===== src/rtl/trace_sink.sv =====
// Packet sink: filters frames by destination address, enforces the keep rules and keeps statistics.
// Define TRACE_SINK_BCAST_EN to also accept the broadcast destination address.
module trace_sink #(
  parameter int CNT_W  = 32,
  parameter int DROP_W = 16
) (
  input  logic              clock,
  input  logic              reset,
  input  logic              stream_valid,
  output logic              stream_ready,
  input  logic [63:0]       stream_bits_data,
  input  logic [7:0]        stream_bits_keep,
  input  logic              stream_bits_last,
  input  logic [47:0]       macAddr,
  input  logic [31:0]       length,
  input  logic              hold,
  output logic [CNT_W-1:0]  pkt_count,
  output logic [CNT_W-1:0]  byte_count,
  output logic [DROP_W-1:0] drop_count,
  output logic [15:0]       last_len,
  output logic              proto_err,
  output logic              done
);

  localparam int MAXW = (CNT_W > DROP_W) ? CNT_W : DROP_W;
  localparam int TW   = ((MAXW > 32) ? MAXW : 32) + 1;

  typedef enum logic [1:0] {IDLE, BODY, DROP} state_e;

  state_e              state_q, state_d;
  logic                started_q;
  logic                ready_q;
  logic [15:0]         acc_q, acc_d;
  logic [CNT_W-1:0]    pkt_q, pkt_d;
  logic [CNT_W-1:0]    byte_q, byte_d;
  logic [DROP_W-1:0]   drop_q, drop_d;
  logic [15:0]         lastLen_q, lastLen_d;
  logic                err_q, err_d;
  logic                done_q, done_d;

  logic                handshake;
  logic [3:0]          beatBytes;
  logic                keepContig;
  logic                beatViol;
  logic                destMatch;
  logic [16:0]         accSum;
  logic [15:0]         accBeat;
  logic [CNT_W:0]      byteSum;
  logic [TW-1:0]       total;
  logic                commitAcc;
  logic                commitDrop;
  logic                unusedData;

  assign handshake  = stream_valid && ready_q;
  assign beatBytes  = 4'($countones(stream_bits_keep));
  // Contiguous from bit 0 means keep+1 is a power of two.
  assign keepContig = (stream_bits_keep != 8'd0) &&
                      ((stream_bits_keep & (stream_bits_keep + 8'd1)) == 8'd0);
  assign beatViol   = stream_bits_last ? !keepContig : (stream_bits_keep != 8'hFF);
  assign unusedData = ^stream_bits_data[63:48];

`ifdef TRACE_SINK_BCAST_EN
  assign destMatch = (stream_bits_data[47:0] == macAddr) ||
                     (stream_bits_data[47:0] == 48'hFFFF_FFFF_FFFF);
`else
  assign destMatch = (stream_bits_data[47:0] == macAddr);
`endif

  assign accSum  = {1'b0, acc_q} + 17'(beatBytes);
  assign accBeat = accSum[16] ? 16'hFFFF : accSum[15:0];
  assign byteSum = {1'b0, byte_q} + (CNT_W+1)'(accBeat);

  always_comb begin
    state_d    = state_q;
    acc_d      = acc_q;
    pkt_d      = pkt_q;
    byte_d     = byte_q;
    drop_d     = drop_q;
    lastLen_d  = lastLen_q;
    err_d      = err_q;
    commitAcc  = 1'b0;
    commitDrop = 1'b0;

    if (handshake) begin
      if (beatViol) err_d = 1'b1;
      case (state_q)
        IDLE: begin
          if (stream_bits_last) begin
            commitAcc  = destMatch && !beatViol;
            commitDrop = !(destMatch && !beatViol);
          end else begin
            state_d = (destMatch && !beatViol) ? BODY : DROP;
          end
        end
        BODY: begin
          if (stream_bits_last) begin
            commitAcc  = !beatViol;
            commitDrop = beatViol;
          end else if (beatViol) begin
            state_d = DROP;
          end
        end
        DROP: begin
          if (stream_bits_last) commitDrop = 1'b1;
        end
        default: state_d = IDLE;
      endcase

      if (stream_bits_last) begin
        state_d = IDLE;
        acc_d   = 16'd0;
      end else begin
        acc_d = accBeat;
      end
    end

    if (commitAcc) begin
      pkt_d     = (pkt_q == '1) ? pkt_q : pkt_q + CNT_W'(1);
      byte_d    = byteSum[CNT_W] ? '1 : byteSum[CNT_W-1:0];
      lastLen_d = accBeat;
    end
    if (commitDrop) begin
      drop_d = (drop_q == '1) ? drop_q : drop_q + DROP_W'(1);
    end

    // Use next-state counts so done rises together with the final commit.
    total  = TW'(pkt_d) + TW'(drop_d);
    done_d = done_q || ((length != 32'd0) && (total >= TW'(length)));
  end

  always_ff @(posedge clock or negedge reset) begin
    if (!reset) begin
      state_q   <= IDLE;
      started_q <= 1'b0;
      ready_q   <= 1'b0;
      acc_q     <= 16'd0;
      pkt_q     <= '0;
      byte_q    <= '0;
      drop_q    <= '0;
      lastLen_q <= 16'd0;
      err_q     <= 1'b0;
      done_q    <= 1'b0;
    end else begin
      state_q   <= state_d;
      started_q <= 1'b1;
      ready_q   <= started_q && !hold;
      acc_q     <= acc_d;
      pkt_q     <= pkt_d;
      byte_q    <= byte_d;
      drop_q    <= drop_d;
      lastLen_q <= lastLen_d;
      err_q     <= err_d;
      done_q    <= done_d;
    end
  end

  assign stream_ready = ready_q;
  assign pkt_count    = pkt_q;
  assign byte_count   = byte_q;
  assign drop_count   = drop_q;
  assign last_len     = lastLen_q;
  assign proto_err    = err_q;
  assign done         = done_q;

endmodule


===== config.mk =====
export PLATFORM = sky130hd
export DESIGN_NAME = trace_sink
export DESIGN_NICKNAME = d
export VERILOG_FILES = /design/src/rtl/trace_sink.sv
export SDC_FILE = /design/constraint.sdc
export NUM_CORES = 1
export LEC_CHECK = 0
export BUFFER_PORTS_ARGS = -buffer_cell sky130_fd_sc_hd__buf_2
export CORE_ASPECT_RATIO = 1.25
export CORE_MARGIN = 2
export CORE_UTILIZATION = 54
export DETAILED_ROUTE_END_ITERATION = 10
export PLACE_DENSITY_LB_ADDON = 0.15
export SYNTH_ARGS = -nofsm -noshare
export SYNTH_HDL_FRONTEND = slang
export SYNTH_SLANG_ARGS = --single-unit

===== constraint.sdc =====
create_clock -name clock -period 7.6 [get_ports clock]
set_clock_uncertainty 0.05 [all_clocks]
set_input_delay 0.76 -clock clock [delete_from_list [all_inputs] [get_ports clock]]
set_output_delay 0.76 -clock clock [all_outputs]
set_load 0.02 [all_outputs]

# Yosys cells after proc, flatten, opt, wreduce, memory -nomap -nowiden

Cells that the tools add are included.

Output and inout bits: 99
Input bits: 157
Bits in registers: 118

Reductions and logical operators: 16
Add/subtract/negate cells: 13
Eq/ne operators: 8
Order comparisons: 1
Mux-type cells: 21
Bitwise gates (word level): 1

Operators by type and width:

| kind                                                            | count |
|---|---|
| 32-bit two-way mux                                              | 3 |
| 32-bit by 16-bit adder with 33-bit output                       | 2 |
| 16-bit two-way mux                                              | 4 |
| 48-bit equality test                                            | 1 |
| 33-bit by 32-bit >= comparator with 1-bit output                | 1 |
| 32-bit by 1-bit adder with 32-bit output, second input constant | 1 |
| 32-bit equality test, second input constant                     | 1 |
| 32-bit nonzero test                                             | 1 |
| 16-bit by 4-bit adder with 17-bit output                        | 1 |
| 16-bit by 1-bit adder with 16-bit output, second input constant | 1 |
| 16-bit equality test, second input constant                     | 1 |
| 1-bit by 1-bit adder with 2-bit output                          | 4 |
| 8-bit by 1-bit adder with 8-bit output, second input constant   | 1 |
| 8-bit AND                                                       | 1 |
| 8-bit logical NOT                                               | 1 |
| 1-bit two-way mux                                               | 8 |
| 8-bit != test, second input constant                            | 1 |
| 8-bit nonzero test                                              | 1 |
| 2-bit by 2-bit adder with 3-bit output                          | 2 |
| 2-bit two-way mux                                               | 3 |
| 2-bit one-hot mux with 3 select lines                           | 1 |
| 1-bit logical AND                                               | 5 |
| 3-bit by 3-bit adder with 4-bit output                          | 1 |
| 1-bit logical NOT                                               | 4 |
| other kinds (10)                                                | 10 |

# Logic depth before layout (Yosys ltp)

Gate-level depths: netlist of run 1.

Word-level depth: 17
Gate-level depth with buffers: 31
Gate-level depth less buffers: 31

# Worst setup path after synthesis of run 1

OpenSTA, ideal clock, no wires.

Kind: input to register
Start: input stream_bits_keep[0]
End: register done_q, in the netlist done
Path slack: 1,080 ps
Data required time: 7,426 ps
Data arrival time: 6,346 ps
Setup time: 124 ps
Stages: 30
Path through: inv_1 -> ha_1 -> or3_4 -> a2111oi_4 -> a31oi_1 -> and2_1 -> o2111ai_1 -> a31oi_1 -> xor2_1 -> ha_1 -> fa_1 -> a21o_1 -> a21oi_1 -> nor2_1 -> o31a_1 -> o21a_1 -> or2_2 -> a31oi_1 -> xnor2_1 -> ha_1 -> a21o_1 -> a21o_1 -> a21o_1 -> a21o_1 -> a21o_1 -> a21o_1 -> a21oi_1 -> o21ai_0 -> a21oi_1 -> a21oi_1

Longest elaborated chain between the ends: 17
Elaborated cells between the ends (all ways): 25

RTL lines:

| item                                                 | line | RTL |
|---|---|---|
| start, declared                                      | 12   | `input logic [7:0] stream_bits_keep,` |
| 8-bit by 1-bit adder with 8-bit output               | 58   | `((stream_bits_keep & (stream_bits_keep + 8'd1)) == 8'd0);` |
| 8-bit AND                                            | 58   |  |
| 8-bit logical NOT                                    | 58   |  |
| 1-bit logical AND                                    | 57   | `assign keepContig = (stream_bits_keep != 8'd0) &&` |
| 1-bit logical NOT                                    | 59   | `assign beatViol = stream_bits_last ? !keepContig : (stream_bits_keep != 8'hFF);` |
| 1-bit two-way mux (*)                                | 59   |  |
| 1-bit logical NOT                                    | 90   | `commitDrop = !(destMatch && !beatViol);` |
| 1-bit logical AND                                    | 90   |  |
| [... 3 more ...]                                     | --   |  |
| 1-bit two-way mux (*)                                | 84   | `if (handshake) begin` |
| 16-bit two-way mux (*)                               | 122  | `if (commitDrop) begin` |
| named net drop_d[0]                                  | 36   | `logic [DROP_W-1:0] drop_q, drop_d;` |
| 32-bit by 16-bit adder with 33-bit output (*)        | 127  | `total = TW'(pkt_d) + TW'(drop_d);` |
| 33-bit by 32-bit >= comparator with 1-bit output (*) | 128  | `done_d = done_q \|\| ((length != 32'd0) && (total >= TW'(length)));` |
| 1-bit logical AND (*)                                | 128  |  |
| 1-bit logical OR (*)                                 | 128  |  |
| named net done_d                                     | 39   | `logic done_q, done_d;` |
| end signal, assigned                                 | 153  | `done_q <= done_d;` |
| end, declared                                        | 39   |  |

The timed path passes the listed nets; every way through them passes the cells marked *.
A chain may end at the register's enable or synchronous reset.

# Final worst setup path of run 1

Ends and elaborated chain as after synthesis.

==> summary.md, run 1 <==
| Metric | Value |
|---|---|
| Buffers on Ports | between 200 and 250 |
| Share of layout cells above drive strength 1 | 24.1% |
| Int Pwr | ~0.0013 W |
| NetSw | between 0.0005 and 0.0006 W |
| Unique masters post-synth | 70 |
| Vias in the first global route | between 8k and 9k |
| Seq/Total Area, Yosys | between 30% and 40% |
| Vias/cell | 5.60 |
| Ys Warns | 0 |
| Crit path top cell by count | a21o_1 |
| First-pass GRT wire length | between 40000 and 50000 um |
| Netlist area before placement | 9090 um^2 |
| WL final | between 20000 and 25000 um |
| Synth Register Bits | 118 |
| Synth Instances | 1042 |
| RePlAce Congestion | a little over 0.9 |
| CP required | 7.85 ns |
| Core area | between 15000 and 20000 um^2 |
| Cell area after layout | ~11000 um^2 |
| Pins Over Slew Limit | 0 |
| Reg2reg start | pkt_count[3]$_DFF_PN0_ |
| Combinational cell fraction of total power | between 20% and 30% |
| Total grt overflow | 0 |
| Antenna cell count | 0 |
| Peak supply drop | 137 uV |
| Filler cells | 1418 |
| HP Class | in2async |
| Syn avg cell area | around 8.7 um^2 |
| Reg2reg path depth | 28 |
| Worst-Skew Late Latency | roughly 0.42 ns |
| Num CTS Buffers | 17 |
| Slew @ Worst Pin | between 1 and 1.5 ns |
| DP Wirelength | 19700 um |
| Largest cells by area after synthesis | dfrtp_1, ha_1, xor2_1, xnor2_1, nand2_1 |
| IO Count | approximately 260 |
| CTS tree | yes |
| Largest stage delay, worst path | roughly 0.41 ns |
| Worst Setup End Kind | register |
| Router iterations before antenna repair | 5 |
| Fin util | between 60% and 70% |
| RSZ-0062 raised after global routing | false |
| Critical Path Start | stream_bits_keep[0] |
| Total GRT Usage | roughly 28% |
| # Post-CTS Setup Buffers | 0 |
| CTS sink cnt | between 100 and 150 |
| CP top delay family | compound AO/OA/AOI/OAI gates |
| # DRC | 0 |
| Avg WL per Cell | 16.2 um |
| Fin crit share | between 80% and 90% |
| Setup Viol. Count Final | 0 |
| # rows | 53 |
| Die Wd | roughly 120 um |
| Clock buffer depth | 2 |
| Total die area | ~18000 um^2 |
| Initial Util | around 55% |
| Clock share of power | 42.1% |
| Mapped Nets | between 1k and 1.5k |
| Area leader, netlist | dfrtp_1 |
| Pin count of the biggest net entering global routing | 71 |
| Total leakage power | 6.09 nW |
| Asr flop ratio synth | between 90% and 100% |
| Initial antenna violation count | 0 |
| Multi-input logic area | between 5000 and 6000 um^2 |
| Crit path DAT | just over 7 ns |
| CTS clk-pin slew, worst paths | roughly 0.060 ns |
| CP max-delay cell | fa_1 |
| Slew HR | about 30% |
| Hold_buf cts | 0 |
| Post-synth EDFFs | 0 |
| Critical path startpoint category | input pin |
| Root Driver | clkbuf_16 |
| Register share of total power | roughly 36% |
| Outcome | completed |
| FF+latch area | ~3000 um^2 |
| CP bufs+invs | 3 |
| Area Overhead vs Synth | 23.1% |
| Pwr dens | around 170 nW/um^2 |
| Worst-path maximum fanout | 4 |
| Post-cts resize count | 0 |
| Post-layout min period | around 7 ns |
| Post-synth top area share | roughly 32% |
| Total Power | around 0.0019 W |
| Final ANT Viol Nets | 0 |
| WS Path Type | in2reg |
| Post-route insts no fill | 1529 |
| R2r setup slk | between 1 and 1.5 ns |
| Cell area after placement | about 11000 um^2 |
| Maximum clock rate | approximately 0.15 GHz |
| # nets final | approximately 1.5k |
| Top_reg_cell synth | dfrtp_1 |
| Setup TNS | 0 ns |
| DR iter-0 viols | 562 |
| Via count | about 8.6k |
| RR Endpoint | done$_DFF_PN0_ |
| # H-tree levels | 4 |
| Sw Share | 30.6% |
| Die H | between 100 and 150 um |
| Dpl cells | between 1k and 1.5k |
| MaxCap Viol Count | 0 |
| Fin. Hold Viols | 0 |
-- power groups by stage --
stage / registers (W) / clock network, W / logic (W)
after floorplan: 0.000695 / 0 / 0.000260
after global placement: 0.000686 / 0 / 0.000413
after detailed placement: 0.000686 / 0 / 0.000425
after CTS: 0.000675 / 0.000811 / 0.000427
after global routing: 0.000679 / 0.000837 / 0.000481
final: 0.000675 / 0.000798 / 0.000423
-- cell families after synthesis --
kind of cell | Yosys count | share of synthesized area, %
simple gates | 400 | 22.7
compound gates | 201 | 14.3
xor+xnor | 138 | 13.4
flops | 118 | 32.5
buf+inv | 91 | 3.80
fa+ha+maj | 82 | 11.9
mux | 11 | 1.32
other cells | 1 | 0.0413
-- area by class of cell --
class	count	area share, %
clock buffer	18	3.93
clock inverter	14	1.37
inverter	75	2.52
multi-input combinational	833	51.8
sequential	118	26.4
tap	220	2.46
timing repair buffer	251	11.5
-- registers in the layout (all words and copies together) (netlist names) --
| signal | count |
|---|---|
| byte_count | 32 |
| drop_count | 16 |
| done | 1 |
| last_len | 16 |
| proto_err | 1 |
| state_q | 2 |
| acc_q | 16 |
| started_q | 1 |
| pkt_count | 32 |
| stream_ready | 1 |
-- per-layer routing --
layer | vias to the layer above | track usage (%) | wire length [um]
met5 | - | 0 | 0
met4 | 0 | 9.94 | 638
met3 | 48 | 4.82 | 1090
met2 | 237 | 48.4 | 12300
met1 | 4060 | 35.3 | 10700
li1 | 4215 | - | -
-- synth_stat cells (all sizes together), types with 19 or more instances --
| cell type | instances |
|---|---|
| nor4 | 27 |
| a21oi | 57 |
| nor3 | 22 |
| and3 | 24 |
| nand3 | 50 |
| o21ai | 47 |
| dfrtp | 118 |
| nand2 | 96 |
| a31oi | 19 |
| xor2 | 83 |
| ha | 75 |
| inv | 75 |
| a21o | 25 |
| nand4 | 34 |
| nor2 | 85 |
| xnor2 | 55 |
-- cell usage in the layout, fill, tap and decap left out, types with 5 or more instances in the layout --
| cell | count |
|---|---|
| buf_2 | 238 |
| dfrtp_1 | 118 |
| nand2_1 | 96 |
| nor2_1 | 84 |
| xor2_1 | 83 |
| inv_1 | 75 |
| ha_1 | 75 |
| a21oi_1 | 57 |
| xnor2_1 | 54 |
| nand3_1 | 50 |
| o21ai_0 | 45 |
| nand4_1 | 34 |
| nor4_1 | 25 |
| a21o_1 | 25 |
| and3_1 | 22 |
| nor3_1 | 20 |
| a31oi_1 | 19 |
| clkbuf_16 | 17 |
| nor2b_1 | 14 |
| buf_4 | 13 |
| nand2b_1 | 11 |
| o21a_1 | 11 |
| and4_1 | 8 |
| mux2_2 | 8 |
| or2_2 | 7 |
| fa_1 | 7 |
| a22o_1 | 6 |
| and2_1 | 5 |
-- stage by stage --
stage          setup WS, ns  hold slack [ns]
2_1_floorplan          1.08            0.389
3_3_place_gp          0.491            0.399
3_5_place_dp          0.413            0.410
4_1_cts               0.833            0.425
5_1_grt               0.424            0.450
6_report              0.800            0.421
-- how the worst max path moves through the flow --
stage,end,cells after the start
after floorplan,done$_DFF_PN0_,30
after global placement,done$_DFF_PN0_,32
after detailed placement,byte_count[31]$_DFFE_PN0N_,27
after CTS,byte_count[31]$_DFFE_PN0N_,27
after global routing,done$_DFF_PN0_,32
final,done$_DFF_PN0_,32
Power figures use the tool's default switching activity.
==> run 2: changes to the inputs <==
==> constraint.sdc (replaced) <==
create_clock -name clock -period 8.3 [get_ports clock]
set_clock_uncertainty 0.05 [all_clocks]
set_input_delay 0.83 -clock clock [delete_from_list [all_inputs] [get_ports clock]]
set_output_delay 0.83 -clock clock [all_outputs]
set_load 0.02 [all_outputs]
==> run 2 against run 1 <==
  * Non-clock buffer count decreased by 6
  * Wire length increased by 1.5%
  * Clock power decreased by 12%
  * Sequential share of layout area increased by 0.16 points
  * Largest cell class unchanged
==> summary.md, run 2 (synthesis gave the netlist of run 1 again) <==
| Metric | Value |
|---|---|
| Pin count of the biggest net entering global routing | 71 (unchanged) |
| Fin Hold WS | 0.415 ns (was 0.421 ns) |
| Outcome | completed (unchanged) |
| Vias in the first global route | 8620 (was 8196) |
| CTS clk-pin slew, worst paths | 0.06 ns (about the same) |
| Die Wd | 120 um (unchanged) |
| Via count | 8493 (was 8560) |
| Worst-Skew Late Latency | 0.42 ns (about the same) |
| Peak supply drop | 137 uV (about the same) |
| # nets final | 1529 (was 1535) |
| CP max-delay cell | o2111ai_1 (was fa_1) |
| WS Path Type | in2reg (unchanged) |
| # Post-CTS Setup Buffers | 0 (unchanged) |
| Leading cell type in the layout, fill and taps excluded | buf_2 (unchanged) |
| Sw Share | 31.6% (was 30.6%) |
| Maximum clock rate | 0.135 GHz |
| IO Count | 256 (unchanged) |
| Post-layout min period | 7.40 ns |
| Pins Over Slew Limit | 0 (unchanged) |
| Setup Viol. Count Final | 0 (unchanged) |
| RePlAce Congestion | 0.930 (about the same) |
| CTS tree | yes (unchanged) |
| DR iter-0 viols | 511 (was 562) |
| Final ANT Viol Nets | 0 (unchanged) |
| Total grt overflow | 0 (unchanged) |
| FF+latch area | 2950 um^2 (unchanged) |
| Filler cells | 1467 (was 1418) |
| Total die area | 17900 um^2 (unchanged) |
| Avg WL per Cell | 16.5 um (was 16.2 um) |
| Cell area after layout | 11100 um^2 (was 11200 um^2) |
| Area Overhead vs Synth | 22.3% (was 23.1%) |
| DP Wirelength | 19800 um (was 19700 um) |
| Die H | 149 um (unchanged) |
| Total GRT Usage | 28.6% (was 28.0%) |
| Clock share of power | 41.0% (was 42.1%) |
| Hold depth | 1 |
| Vias/cell | 5.58 (was 5.60) |
| MaxCap Viol Count | 0 (unchanged) |
| Largest stage delay, worst path | 0.59 ns (was 0.41 ns) |
| # H-tree levels | 4 (unchanged) |
| Slew HR | 28.7% (was 30.4%) |
| # rows | 53 (unchanged) |
| Combinational cell fraction of total power | 23.0% (was 22.3%) |
| # DRC | 0 (unchanged) |
| Cell area after placement | 10500 um^2 (was 10600 um^2) |
| Core area | 16600 um^2 (unchanged) |
| Root Driver | clkbuf_16 (unchanged) |
| CTS sink cnt | 118 (unchanged) |
| Router iterations before antenna repair | 5 (unchanged) |
| Fin. Hold Viols | 0 (unchanged) |
| Reg2reg path depth | 27 (was 28) |
| Int Pwr | 0.00117 W (was 0.00132 W) |
| Worst-path maximum fanout | 8 (was 4) |
| Total Power | 0.00172 W (was 0.00190 W) |
| Buffers on Ports | 239 (unchanged) |
| HP Class | reg2reg (was in2async) |
| Most frequent cells in the layout | buf_2, dfrtp_1, nand2_1, nor2_1, xor2_1 (unchanged) |
| Total leakage power | 6.05 nW (was 6.09 nW) |
| Crit path top cell by count | a21o_1 (unchanged) |
| Num CTS Buffers | 17 (unchanged) |
| NetSw | 0.000541 W (was 0.000580 W) |
| Crit path DAT | 7.65 ns (was 7.05 ns) |
| Multi-input logic area | 5790 um^2 (unchanged) |
| Critical path startpoint category | input pin (unchanged) |
| Share of layout cells above drive strength 1 | 23.8% (was 24.1%) |
| Initial antenna violation count | 0 (unchanged) |
| Fin crit share | 89.1% |
| Register share of total power | 36.1% (was 35.6%) |
| Post-cts resize count | 0 (unchanged) |
| WL final | 25100 um (was 24700 um) |
| Worst Setup End Kind | register (unchanged) |
| Pwr dens | 154 nW/um^2 (was 170 nW/um^2) |
| Setup TNS | 0 ns (unchanged) |
| Initial Util | 54.6% (unchanged) |
| Hold_buf cts | 0 (unchanged) |
| CP required | 8.55 ns (was 7.85 ns) |
| Slew @ Worst Pin | 1.05 ns (was 1.03 ns) |
| RSZ-0062 raised after global routing | false (unchanged) |
| Antenna cell count | 0 (unchanged) |
| Clock buffer depth | 2 (unchanged) |
| First-pass GRT wire length | 41100 um (was 40100 um) |
-- run 2: stage by stage --
step / utilization (%) / setup slack [ns] / instances
CTS: 66.8 / 0.987 / 1523
global placement: 63.4 / 0.663 / 1491
floorplan: - / 1.71 / 1042
finish: 66.8 / 0.902 / 1523
detailed placement: 63.4 / 0.590 / 1491
global route: 66.8 / 0.392 / 1523
-- run 2: cell type report --
cell class                      instances  share of cell area (%)
Inverter                               75                    2.53
Timing Repair Buffer                  245                    11.2
Sequential cell                       118                    26.6
Clock buffer                           18                    3.95
Multi-Input combinational cell        833                    52.1
Clock inverter                         14                    1.17
Tap cell                              220                    2.48
-- run 2: power by group through the flow --
stage | registers [W] | logic [W] | clock network, W
6_report | 0.000619 | 0.000394 | 0.000702
5_1_grt | 0.000623 | 0.000443 | 0.000734
4_1_cts | 0.000618 | 0.000398 | 0.000710
3_5_place_dp | 0.000628 | 0.000391 | 0
3_3_place_gp | 0.000628 | 0.000377 | 0
2_1_floorplan | 0.000636 | 0.000238 | 0
-- run 2: worst paths after layout --
check	startpoint	endpoint	slack, ns
max	macAddr[47]	done$_DFF_PN0_	0.90
min	started_q$_DFF_PN0_	stream_ready$_DFF_PN0_	0.42
max reg2reg	pkt_count[9]$_DFF_PN0_	done$_DFF_PN0_	1.69
min reg2reg	started_q$_DFF_PN0_	stream_ready$_DFF_PN0_	0.42
max in group asynchronous	reset	last_len[8]$_DFFE_PN0N_	6.48
min in group asynchronous	reset	acc_q[0]$_DFFE_PN0P_	0.49
-- run 2: critical path, delay by kind of cell --
| family | cells | cell delay [ns] |
|---|---|---|
| XOR/XNOR | 3 | 0.60 |
| AND/OR/NAND/NOR | 5 | 1.50 |
| AO/OA/AOI/OAI | 18 | 3.64 |
| buffers and inverters | 1 | 0.10 |
| adder cells (fa/ha/maj) | 3 | 0.98 |
-- run 2: metal layers --
metal,track usage (%),routed length (um)
met5,0,0
met4,10.1,660
met3,5.62,1160
met2,50.8,12500
met1,34.3,10700
==> run 3: changes to the inputs <==
--- a/config.mk
+++ b/config.mk
@@ -11,6 +11,7 @@
 export CORE_UTILIZATION = 54
 export DETAILED_ROUTE_END_ITERATION = 10
 export PLACE_DENSITY_LB_ADDON = 0.15
+export RECOVER_POWER = 100
 export SYNTH_ARGS = -nofsm -noshare
 export SYNTH_HDL_FRONTEND = slang
 export SYNTH_SLANG_ARGS = --single-unit
==> run 3 against run 2 <==
  * The flow now finishes with violations (capacitance limit, slew limit)
  * Clock power is essentially flat
  * Critical path type unchanged
  * Via count about the same
  * Largest cell class unchanged
  * Sequential share of layout area grew 0.46 points
  * Global-route usage unchanged
  * Clock-buffer cell count is the same
  * Wire length about the same
  * Hold slack about the same
  * Highest routed layer unchanged
==> summary.md, run 3 (synthesis gave the netlist of run 1 again) <==
| Metric | Value |
|---|---|
| Outcome | finished with violations (was completed) |
| Failing checks | capacitance limit, slew limit |
| Buffers on Ports | 239 (unchanged) |
| Fin util | 65.6% (was 66.8%) |
| # nets final | 1529 (unchanged) |
| Setup Viol. Count Final | 0 (unchanged) |
| RePlAce Congestion | 0.930 (unchanged) |
| CTS tree | yes (unchanged) |
| Initial antenna violation count | 0 (unchanged) |
| Multi-input logic area | 5740 um^2 (was 5790 um^2) |
| Vias/cell | 5.57 (was 5.58) |
| CTS sink cnt | 118 (unchanged) |
| Worst-path maximum fanout | 8 (unchanged) |
| Fin crit share | 89.6% (was 89.1%) |
| Crit path DAT | 7.70 ns (was 7.65 ns) |
| CP max-delay cell | o2111ai_1 (unchanged) |
| Clock buffer depth | 2 (unchanged) |
| Slew @ Worst Pin | 3.99 ns (was 1.05 ns) |
| Post-cts resize count | 0 (unchanged) |
| RSZ-0062 raised after global routing | false (unchanged) |
| CTS clk-pin slew, worst paths | 0.06 ns (about the same) |
| Vias in the first global route | 8620 (unchanged) |
| Total leakage power | 5.58 nW (was 6.05 nW) |
| Slew HR | -166% (was 28.7%) |
| Post-layout min period | 7.44 ns (was 7.40 ns) |
| # H-tree levels | 4 (unchanged) |
| Most frequent cells in the layout | buf_2, dfrtp_1, clkbuf_1, nand2_1, nor2_1 (was buf_2, dfrtp_1, nand2_1, nor2_1, xor2_1) |
| DP Wirelength | 19800 um (unchanged) |
| IO Count | 256 (unchanged) |
| Setup TNS | 0 ns (unchanged) |
| Core area | 16600 um^2 (unchanged) |
| Largest stage delay, worst path | 0.55 ns (was 0.59 ns) |
| Pins Over Slew Limit | 121 (was 0) |
| FF+latch area | 2950 um^2 (unchanged) |
| Hold_buf cts | 0 (unchanged) |
| Root Driver | clkbuf_16 (unchanged) |
| Share of layout cells above drive strength 1 | 15.0% (was 23.8%) |
| # DRC | 0 (unchanged) |
| Fin. Hold Viols | 0 (unchanged) |
| First-pass GRT wire length | 41100 um (unchanged) |
| Total grt overflow | 0 (unchanged) |
| Pin count of the biggest net entering global routing | 71 (unchanged) |
| Critical path startpoint category | input pin (unchanged) |
| WL final | 25100 um (about the same) |
| Pwr dens | 157 nW/um^2 (was 154 nW/um^2) |
| MaxCap Viol Count | 2 (was 0) |
| HP Class | reg2reg (unchanged) |
| Num CTS Buffers | 17 (unchanged) |
| Die Wd | 120 um (unchanged) |
| # Post-CTS Setup Buffers | 0 (unchanged) |
| Router iterations before antenna repair | 6 (was 5) |
| Area Overhead vs Synth | 20.2% (was 22.3%) |
| Die H | 149 um (unchanged) |
| Leading cell type in the layout, fill and taps excluded | buf_2 (unchanged) |
| Initial Util | 54.6% (unchanged) |
| CP required | 8.56 ns (was 8.55 ns) |
| Filler cells | 1520 (was 1467) |
| Total die area | 17900 um^2 (unchanged) |
| Maximum clock rate | 0.134 GHz (was 0.135 GHz) |
| Total GRT Usage | 28.6% (unchanged) |
| Avg WL per Cell | 16.5 um (about the same) |
| Final ANT Viol Nets | 0 (unchanged) |
| DR iter-0 viols | 490 (was 511) |
| Worst-Skew Late Latency | 0.42 ns (about the same) |
| # rows | 53 (unchanged) |
| Worst Setup End Kind | register (unchanged) |
| Antenna cell count | 0 (unchanged) |
| WS Path Type | in2reg (unchanged) |
| Crit path top cell by count | a21o_1 (unchanged) |
| Via count | 8490 (was 8493) |
| Peak supply drop | 138 uV (was 137 uV) |
==> run 3: cell types whose count changed in the layout (fill, tap and decap cells not counted), moves of 3 or more <==
cell,before,now
clkbuf_1,0,105
buf_2,238,137
buf_4,7,3
and2_0,0,3
and2_1,5,2
mux2_1,0,3
mux2_2,8,5
==> run 3: critical path: cells and delay by family <==
kind            cells  cell delay, ns
simple gates        4            0.93
compound gates     19            4.03
fa+ha+maj           4            1.17
buf+inv             2            0.29
xor+xnor            2            0.44
==> run 3: area by class of cell <==
class	count	area share (%)
clock buffers	18	4.02
clock inverters	14	1.19
inverters	75	2.58
multi-input cells	833	52.6
flip-flops and latches	118	27.0
well taps	220	2.52
repair buffers	245	10.1
==> run 3: through the flow <==
| stage | hold slack [ns] | cells | cell area (um^2) | setup WS (ns) | total power, W |
|---|---|---|---|---|---|
| 3_3_place_gp | 0.400 | 1491 | 10500 | 0.663 | 0.00100 |
| 2_1_floorplan | 0.389 | 1042 | 9090 | 1.71 | 0.000874 |
| 6_report | 0.415 | 1523 | 10900 | 0.859 | 0.00171 |
| 3_5_place_dp | 0.405 | 1491 | 10500 | 0.590 | 0.00102 |
| 4_1_cts | 0.421 | 1523 | 11100 | 0.987 | 0.00173 |
| 5_1_grt | 0.434 | 1523 | 10900 | 0.343 | 0.00180 |
==> run 3: worst paths after layout <==
check	start	end	slack, ns	cells past startpoint
worst min register to register	started_q$_DFF_PN0_	stream_ready$_DFF_PN0_	0.42	1
worst max register to register	pkt_count[9]$_DFF_PN0_	done$_DFF_PN0_	1.10	26
worst min-delay path	started_q$_DFF_PN0_	stream_ready$_DFF_PN0_	0.42	1
max in group asynchronous	reset	pkt_count[14]$_DFF_PN0_	2.59	2
worst max-delay path	stream_bits_keep[0]	done$_DFF_PN0_	0.86	31
min in group asynchronous	reset	acc_q[0]$_DFFE_PN0P_	1.73	1
==> run 3: power breakdown <==
group	internal, W	leakage (nW)	switching [W]
registers	0.000596	1.60	0.0000235
clock network	0.000420	0.264	0.000284
logic	0.000153	3.71	0.000236
total	0.00117	5.58	0.000543
==> run 3: layer usage <==
metal / track usage (%) / vias to the layer above / wire [um]
met5: 0 / - / 0
met4: 10.1 / 0 / 650
met3: 5.62 / 47 / 1170
met2: 50.8 / 215 / 12500
met1: 34.3 / 4024 / 10700
li1: - / 4204 / -
